**src/rtl/shift_pkg.sv**
```systemverilog
// Shared op codes and elaboration-time helpers for the pipelined barrel shifter.
package shift_pkg;

  localparam logic [2:0] OP_SRL = 3'b000;
  localparam logic [2:0] OP_SRA = 3'b001;
  localparam logic [2:0] OP_SLL = 3'b010;
  localparam logic [2:0] OP_ROR = 3'b011;
  localparam logic [2:0] OP_ROL = 3'b100;

  function automatic int clog2(input int value);
    int result;
    int v;
    result = 0;
    v = value - 1;
    while (v > 0) begin
      result++;
      v = v >> 1;
    end
    return result;
  endfunction

  // Earlier stages absorb the remainder so the deepest logic sits near the input.
  function automatic int stage_levels(input int levels, input int stages, input int k);
    return (levels / stages) + ((k < (levels % stages)) ? 1 : 0);
  endfunction

  function automatic int stage_first(input int levels, input int stages, input int k);
    int first;
    first = 0;
    for (int j = 0; j < k; j++) begin
      first += stage_levels(levels, stages, j);
    end
    return first;
  endfunction

endpackage

```
**src/rtl/shift_stage.sv**
```systemverilog
// One pipeline stage: a run of consecutive barrel levels followed by the stage register.
module shift_stage
  import shift_pkg::*;
#(
  parameter int WIDTH       = 32,
  parameter int FIRST_LEVEL = 0,
  parameter int NUM_LEVELS  = 1
) (
  input  logic                      clock,
  input  logic                      reset_n,
  input  logic                      advance,
  input  logic                      in_valid,
  input  logic [WIDTH-1:0]          in_data,
  input  logic [2:0]                in_op,
  input  logic [clog2(WIDTH)-1:0]   in_amt,
  input  logic                      in_carry,
  output logic                      out_valid,
  output logic [WIDTH-1:0]          out_data,
  output logic [2:0]                out_op,
  output logic [clog2(WIDTH)-1:0]   out_amt,
  output logic                      out_carry
);

  localparam int AW = clog2(WIDTH);

  logic [WIDTH-1:0] lvl_data  [0:NUM_LEVELS];
  logic             lvl_carry [0:NUM_LEVELS];

  logic             valid_reg;
  logic [WIDTH-1:0] data_reg;
  logic [2:0]       op_reg;
  logic [AW-1:0]    amt_reg;
  logic             carry_reg;

  assign lvl_data[0]  = in_data;
  assign lvl_carry[0] = in_carry;

  genvar gi;
  generate
    for (gi = 0; gi < NUM_LEVELS; gi++) begin : g_level
      localparam int SH = 2 ** (FIRST_LEVEL + gi);
      logic [WIDTH-1:0] shifted;
      logic             carry_out;

      // The carry tracks the bit leaving on the last level that actually shifts,
      // which is the overall last bit shifted out.
      always_comb begin
        shifted   = lvl_data[gi];
        carry_out = lvl_carry[gi];
        if (in_amt[FIRST_LEVEL + gi]) begin
          case (in_op)
            OP_SRL: begin
              shifted   = lvl_data[gi] >> SH;
              carry_out = lvl_data[gi][SH-1];
            end
            OP_SRA: begin
              shifted   = $signed(lvl_data[gi]) >>> SH;
              carry_out = lvl_data[gi][SH-1];
            end
            OP_SLL: begin
              shifted   = lvl_data[gi] << SH;
              carry_out = lvl_data[gi][WIDTH-SH];
            end
            OP_ROR: begin
              shifted   = (lvl_data[gi] >> SH) | (lvl_data[gi] << (WIDTH - SH));
              carry_out = shifted[WIDTH-1];
            end
            OP_ROL: begin
              shifted   = (lvl_data[gi] << SH) | (lvl_data[gi] >> (WIDTH - SH));
              carry_out = shifted[0];
            end
            default: begin
              shifted   = lvl_data[gi];
              carry_out = lvl_carry[gi];
            end
          endcase
        end
      end

      assign lvl_data[gi+1]  = shifted;
      assign lvl_carry[gi+1] = carry_out;
    end
  endgenerate

  always_ff @(posedge clock or negedge reset_n) begin
    if (!reset_n) begin
      valid_reg <= 1'b0;
      data_reg  <= '0;
      op_reg    <= '0;
      amt_reg   <= '0;
      carry_reg <= 1'b0;
    end else if (advance) begin
      valid_reg <= in_valid;
      data_reg  <= lvl_data[NUM_LEVELS];
      op_reg    <= in_op;
      amt_reg   <= in_amt;
      carry_reg <= lvl_carry[NUM_LEVELS];
    end
  end

  assign out_valid = valid_reg;
  assign out_data  = data_reg;
  assign out_op    = op_reg;
  assign out_amt   = amt_reg;
  assign out_carry = carry_reg;

endmodule

```
**src/rtl/shift_pipe.sv**
```systemverilog
// Pipelined barrel shifter/rotator with a single global advance and valid/ready on both sides.
module shift_pipe
  import shift_pkg::*;
#(
  parameter int WIDTH  = 32,
  parameter int STAGES = 2
) (
  input  logic                    clock,
  input  logic                    reset_n,
  input  logic                    in_valid,
  output logic                    in_ready,
  input  logic [WIDTH-1:0]        in_data,
  input  logic [2:0]              in_op,
  input  logic [clog2(WIDTH)-1:0] in_amt,
  output logic                    out_valid,
  input  logic                    out_ready,
  output logic [WIDTH-1:0]        out_data,
  output logic                    out_carry,
  output logic                    out_zero,
  output logic                    out_err
);

  localparam int LEVELS = clog2(WIDTH);

  logic             advance;
  logic             valid_chain [0:STAGES];
  logic [WIDTH-1:0] data_chain  [0:STAGES];
  logic [2:0]       op_chain    [0:STAGES];
  logic [LEVELS-1:0] amt_chain  [0:STAGES];
  logic             carry_chain [0:STAGES];

  // No skid buffer: the whole pipe moves together, bubbles included.
  assign advance  = out_ready | ~out_valid;
  assign in_ready = advance;

  assign valid_chain[0] = in_valid & advance;
  assign data_chain[0]  = in_data;
  assign op_chain[0]    = in_op;
  assign amt_chain[0]   = in_amt;
  assign carry_chain[0] = 1'b0;

  genvar gi;
  generate
    for (gi = 0; gi < STAGES; gi++) begin : g_stage
      shift_stage #(
        .WIDTH       (WIDTH),
        .FIRST_LEVEL (stage_first(LEVELS, STAGES, gi)),
        .NUM_LEVELS  (stage_levels(LEVELS, STAGES, gi))
      ) u_stage (
        .clock     (clock),
        .reset_n   (reset_n),
        .advance   (advance),
        .in_valid  (valid_chain[gi]),
        .in_data   (data_chain[gi]),
        .in_op     (op_chain[gi]),
        .in_amt    (amt_chain[gi]),
        .in_carry  (carry_chain[gi]),
        .out_valid (valid_chain[gi+1]),
        .out_data  (data_chain[gi+1]),
        .out_op    (op_chain[gi+1]),
        .out_amt   (amt_chain[gi+1]),
        .out_carry (carry_chain[gi+1])
      );
    end
  endgenerate

  assign out_valid = valid_chain[STAGES];
  assign out_data  = data_chain[STAGES];
  assign out_carry = carry_chain[STAGES];
  assign out_zero  = (data_chain[STAGES] == '0);
  // Illegal codes pass through every level untouched; flag them at the output.
  assign out_err   = (op_chain[STAGES] > OP_ROL);

endmodule

```
**config.mk**
```make
export PLATFORM = sky130hd
export DESIGN_NAME = shift_pipe
export DESIGN_NICKNAME = d
export VERILOG_FILES = /design/src/rtl/shift_pkg.sv /design/src/rtl/shift_stage.sv /design/src/rtl/shift_pipe.sv
export SDC_FILE = /design/constraint.sdc
export NUM_CORES = 1
export LEC_CHECK = 0
export ABC_AREA = 0
export CAP_MARGIN = 40
export CORE_UTILIZATION = 45
export CTS_CLUSTER_DIAMETER = 30
export DETAILED_ROUTE_END_ITERATION = 10
export GPL_TIMING_DRIVEN = 1
export PLACE_DENSITY = 0.76
export SLEW_MARGIN = 20
export SYNTH_ARGS = -nofsm -noshare
export SYNTH_HDL_FRONTEND = slang
export SYNTH_SLANG_ARGS = --single-unit
```
**constraint.sdc**
```tcl
create_clock -name clock -period 1.9 [get_ports clock]
set_input_delay 0.285 -clock clock [delete_from_list [all_inputs] [get_ports clock]]
set_output_delay 0.285 -clock clock [all_outputs]
set_load 0.02 [all_outputs]
```
Word level (Yosys, flattened, before mapping)
Index checks and enable logic that the tools add are counted.

Muxes and demuxes: 20. Order comparisons: 1. Equality and inequality tests: 8. Multipliers: 0. Shift-type cells: 0. Bitwise logic cells: 12. Add/sub/neg operators: 0. Divide/modulo/power cells: 0. Reduce and logical (&&, ||, !) cells: 6.

Operator list (number): $pmux 32 s5 (4); $mux 32 (5); $pmux 32 s4 (1); $logic_not 32->1 (1); $or 16x32->32 (1); $or 24x32->32 (1); $or 28x32->32 (1); $or 30x32->32 (1); $or 31x32->32 (1); $or 32x1->32 (1); $or 32x2->32 (1); $or 32x4->32 (1); $or 32x8->32 (1); $pmux 1 s4 (5); $eq 3x2->1 const B (4); $eq 3x1->1 const B (2); $eq 3x3->1 const B (2); $logic_not 3->1 (2); $reduce_or 2->1 (3); $mux 1 (5); $gt 3x3->1 const B (1); $and 1x1->1 (1); $not 1->1 (1); $or 1x1->1 (1).

Input port bits: 44. Register bits after elaboration: 79. Memories: 0. Bits in writable memories: 0. ROM bits: 0. Bits in latches: 0.

Longest topological paths before layout
Depth after elaboration: 9. Mapped depth: 10.

By module
Synthesis repeated with hierarchy kept, for this count alone.

Cells, all modules: 1148. Area, all modules: 9500.4 um2.

By module, submodules not included: shift_stage (g_stage[0].u_stage) (cells an instance 774, instances 1, area an instance 5828.1 um2, seq. area each 1051.0 um2); shift_stage (g_stage[1].u_stage) (cells an instance 359, instances 1, area an instance 3575.9 um2, seq. area each 1051.0 um2); shift_pipe (cells an instance 15, instances 1, area an instance 96.3 um2, seq. area each 0.0 um2).

Worst setup path after synthesis
OpenSTA, ideal clock, no wires.

Path kind: register to register. From: register g_stage[0].u_stage.op_reg[0]. To: register g_stage[1].u_stage.data_reg[10]. Period minus slack after synthesis: 2.017 ns. Data arrival time: 1.891 ns. Setup time: 0.126 ns. Setup slack: -0.117 ns. Cell stages (with the launch flop): 11. Path through: dfrtp_1 -> buf_2 -> nand2b_4 -> and2_1 -> buf_2 -> buf_2 -> buf_6 -> a221oi_1 -> nor2_1 -> a221oi_1 -> nor2_1.

Word-level cells in the longest chain between the ends: 6. Elaborated cells between the ends (all ways): 11.

Ends and longest elaborated chain: start, declared (RTL line shift_stage.sv:31) `logic [2:0] op_reg;`; start signal, assigned (RTL line shift_stage.sv:95) `op_reg <= in_op;`; $eq 3x3->1 (tied with other cells) (RTL line shift_stage.sv:51) `case (in_op)`; $pmux 32 s5 (RTL line shift_stage.sv:51); $mux 32 (RTL line shift_stage.sv:50) `if (in_amt[FIRST_LEVEL + gi]) begin`; $or 16x32->32 (RTL line shift_stage.sv:65, shift_stage.sv:69); $pmux 32 s4 (RTL line shift_stage.sv:51); $mux 32 (*) (RTL line shift_stage.sv:50); end signal, assigned (RTL line shift_stage.sv:94) `data_reg <= lvl_data[NUM_LEVELS];`; end, declared (RTL line shift_stage.sv:30) `logic [WIDTH-1:0] data_reg;`.

Every way passes the cells marked *; elsewhere a longest branch is shown, timed or not. A chain may end at the register's enable or synchronous reset.

Worst setup path after layout
From: input port in_data[29]. To: register g_stage[0].u_stage.data_reg[27].

Word-level cells in the longest chain between the ends: 8. Elaborated cells between the ends (all ways): 9.

Ends and longest elaborated chain: start, declared (RTL line shift_pipe.sv:12) `input logic [WIDTH-1:0] in_data,`; $pmux 32 s5 (RTL line shift_stage.sv:51); $mux 32 (*) (RTL line shift_stage.sv:50); $or 32x2->32 (RTL line shift_stage.sv:69) `shifted = (lvl_data[gi] << SH) | (lvl_data[gi] >> (WIDTH - SH));`; $pmux 32 s5 (*) (RTL line shift_stage.sv:51); $mux 32 (*) (RTL line shift_stage.sv:50); $or 28x32->32 (RTL line shift_stage.sv:65) `shifted = (lvl_data[gi] >> SH) | (lvl_data[gi] << (WIDTH - SH));`; $pmux 32 s5 (RTL line shift_stage.sv:51); $mux 32 (*) (RTL line shift_stage.sv:50); end signal, assigned (RTL line shift_stage.sv:94); end, declared (RTL line shift_stage.sv:30).

Marks and branches as above.

==> run metrics <==
CTS tree built; worst hold slack 312 ps; Worst Path Arrival 2160 ps; area leader, netlist dfrtp_1; final slew viol count 0; Clock Path Buffers 2; grt ovf 0; ratio of cells with drive above 1 in the final layout 38.9%; Leakage 5.16 nW; DP Cell Count 1,558; failing checks negative setup slack; # port buffers 80; nets@finish 1,407; commonest cells after routing, fill and taps aside buf_4 (315), nor2_1 (111), nand2_1 (76); die width 136 um; Worst VDD drop 878 uV; worst skew pair latency 360 ps; Pwr Total 9.55 mW; syn nets 1,101; CTS Buf Count 9; most common cell after layout, fill and taps aside buf_4; max cap viols 0; height of the die 136 um; Yosys warning count 0; Antenna diodes 0; Global Route Usage Sum 42.8%; Slew HR 58.4%; placed wire-length estimate 30.4 mm; area of the core 0.0175 mm^2; Worst Skew 11.0 ps; status complete, but fails checks; DRT iter0 DRCs 1,450; Post-Syn Instances 1,057; GPL Wtd Cong 0.992; # fillers 1,411; number of synthesized flops with an enable pin 0; share of the synthesized area in the top cell type 23.4%; endpoints failing hold 0; antenna violations before repair 0; post-route setup slack -11.8 ps; Crit path required time 2150 ps; vias post-DR 10,800; synthesized cell area 0.00812 mm^2; 1st-pass router iterations 6; Post-Syn Area per Cell 7.68 um^2; WL/cell 25.2 um; ys async rst share 100%; first-pass GRT wire length 59.1 mm; num rows 48; residual DRC count 0; Crit. End Element flop; crit-path max FO 3; FF+latch count, synth 76; crit share post-route 101%; final setup vio count 2; H-tree levels 3; routed vias/inst 6.77; vias in the first global route 10,000; Max Freq 523 MHz; # IOs 81; drt total wl 40.1 mm; total die area 0.0186 mm^2; ranking of synthesized cells by area dfrtp_1 (23%), nor2_1 (5.4%), o21ai_0 (5.1%); clock sink count 76; Crit Path Category in2reg; unrepaired setup endpoints after global routing true; PwrDens 780 mW/mm^2; min cycle time layout 1910 ps; worst hold path class in2async; Synth Flop Type dfrtp_1; CP Launch Type primary input; FF+latch area 0.00191 mm^2; CTS Root Buffer Type clkbuf_16; Netlist cell types 97; sequential area share after synthesis 23.4%; largest net degree at the start of global routing 68; Clock transition at path regs 60 ps; Setup WS pre-CTS -546 ps; Setup TNS -12.7 ps; initial core utilization 46.4%; P&R area growth vs syn 50.8%; multi-input logic area 0.00598 mm^2; Layout Cells excl Fill 1,592; Slew @ Worst Pin 624 ps; DRT antenna net count 0
[registers in the layout, summed over array words and instances (netlist names)]
name and cells:
g_stage.u_stage.out_valid 2, g_stage.u_stage.out_carry 2, g_stage.u_stage.out_data 64, g_stage.u_stage.out_op 6
g_stage.u_stage.out_amt 2
[worst paths after layout]
check / startpoint / end / slack, ps / cells past startpoint
worst max-delay path: in_data[29] / g_stage[0].u_stage.out_data[27] / -10 / 7
worst min-delay path: reset_n / g_stage[1].u_stage.out_valid / 310 / 2
worst max register to register: g_stage[0].u_stage.out_op[2] / g_stage[1].u_stage.out_data[17] / 0 / 7
worst min register to register: g_stage[0].u_stage.out_valid / g_stage[1].u_stage.out_valid / 470 / 1
max in group asynchronous: reset_n / g_stage[0].u_stage.out_data[16] / 980 / 3
min in group clock: in_op[1] / g_stage[0].u_stage.out_op[1] / 390 / 4
[what timing repair did]
| item | in CTS | in global routing |
|---|---|---|
| cloned | 0 | 4 |
| pin swaps | 15 | 36 |
| endpoints found under the hold margin | 9 | 0 |
| resized for setup | 53 | 124 |
| setup buffers | 5 | 9 |
| hold buffers | 1 | 0 |
| endpoints found under the setup margin | 51 | 66 |
[through the flow]
step,utilization [%],instance area (um^2)
after CTS,66.7,11700
after detailed placement,63.7,11100
after global placement,63.7,11100
after floorplan,-,8220
final,70.0,12200
after global routing,70.0,12200
[final cells by class]
cell class                      instances  share of cell area (%)
Sequential cell                        76                    15.6
Clock buffer                            9                    1.84
Tap cell                              225                    2.30
Timing Repair Buffer                  428                    30.5
Multi-Input combinational cell        836                    48.8
Inverter                               12                   0.409
Clock inverter                          6                   0.532
[layer usage]
| layer | global-route usage (%) | wire, um | vias up |
|---|---|---|---|
| met4 | 18.3 | 2040 | 0 |
| li1 | - | - | 4705 |
| met1 | 54.8 | 15700 | 5132 |
| met2 | 69.3 | 18200 | 774 |
| met5 | 0 | 0 | - |
| met3 | 8.87 | 4250 | 164 |
[Yosys cell counts (15+ instances only)]
cell type  count
dfrtp_1       76
nor2_1       116
clkbuf_1      40
nand2_1       80
buf_4         45
a221o_1       15
a21oi_1       72
buf_2         35
o211ai_1      27
a211oi_1      23
nor3_1        24
o21ai_0       82
a21o_1        21
nand3_1       20
a31oi_1       21
a221oi_1      35
[power breakdown]
group	internal, mW	total, mW	leakage (nW)	switching (mW)
clock	1.01	1.76	0.142	0.743
sequential	2.05	2.58	0.890	0.532
combinational	2.45	5.21	4.13	2.76
total	5.52	9.55	5.16	4.03
[kinds of logic after synthesis]
group | after synthesis | synth area share, %
multiplexers | 12 | 1.53
XOR/XNOR | 2 | 0.447
flip-flops | 76 | 23.4
buffers and inverters | 148 | 10.3
AND/OR/NAND/NOR | 351 | 21.9
AO/OA/AOI/OAI | 468 | 42.3
[worst max-delay path: stages]
cell and delay, ps:
clkdlybuf4s50_1 480, o21bai_1 120, o41ai_2 110, a211oi_2 410
a22o_1 360, a21oi_1 120, a311oi_1 270
No activity file was read; power rests on OpenSTA's default activity.
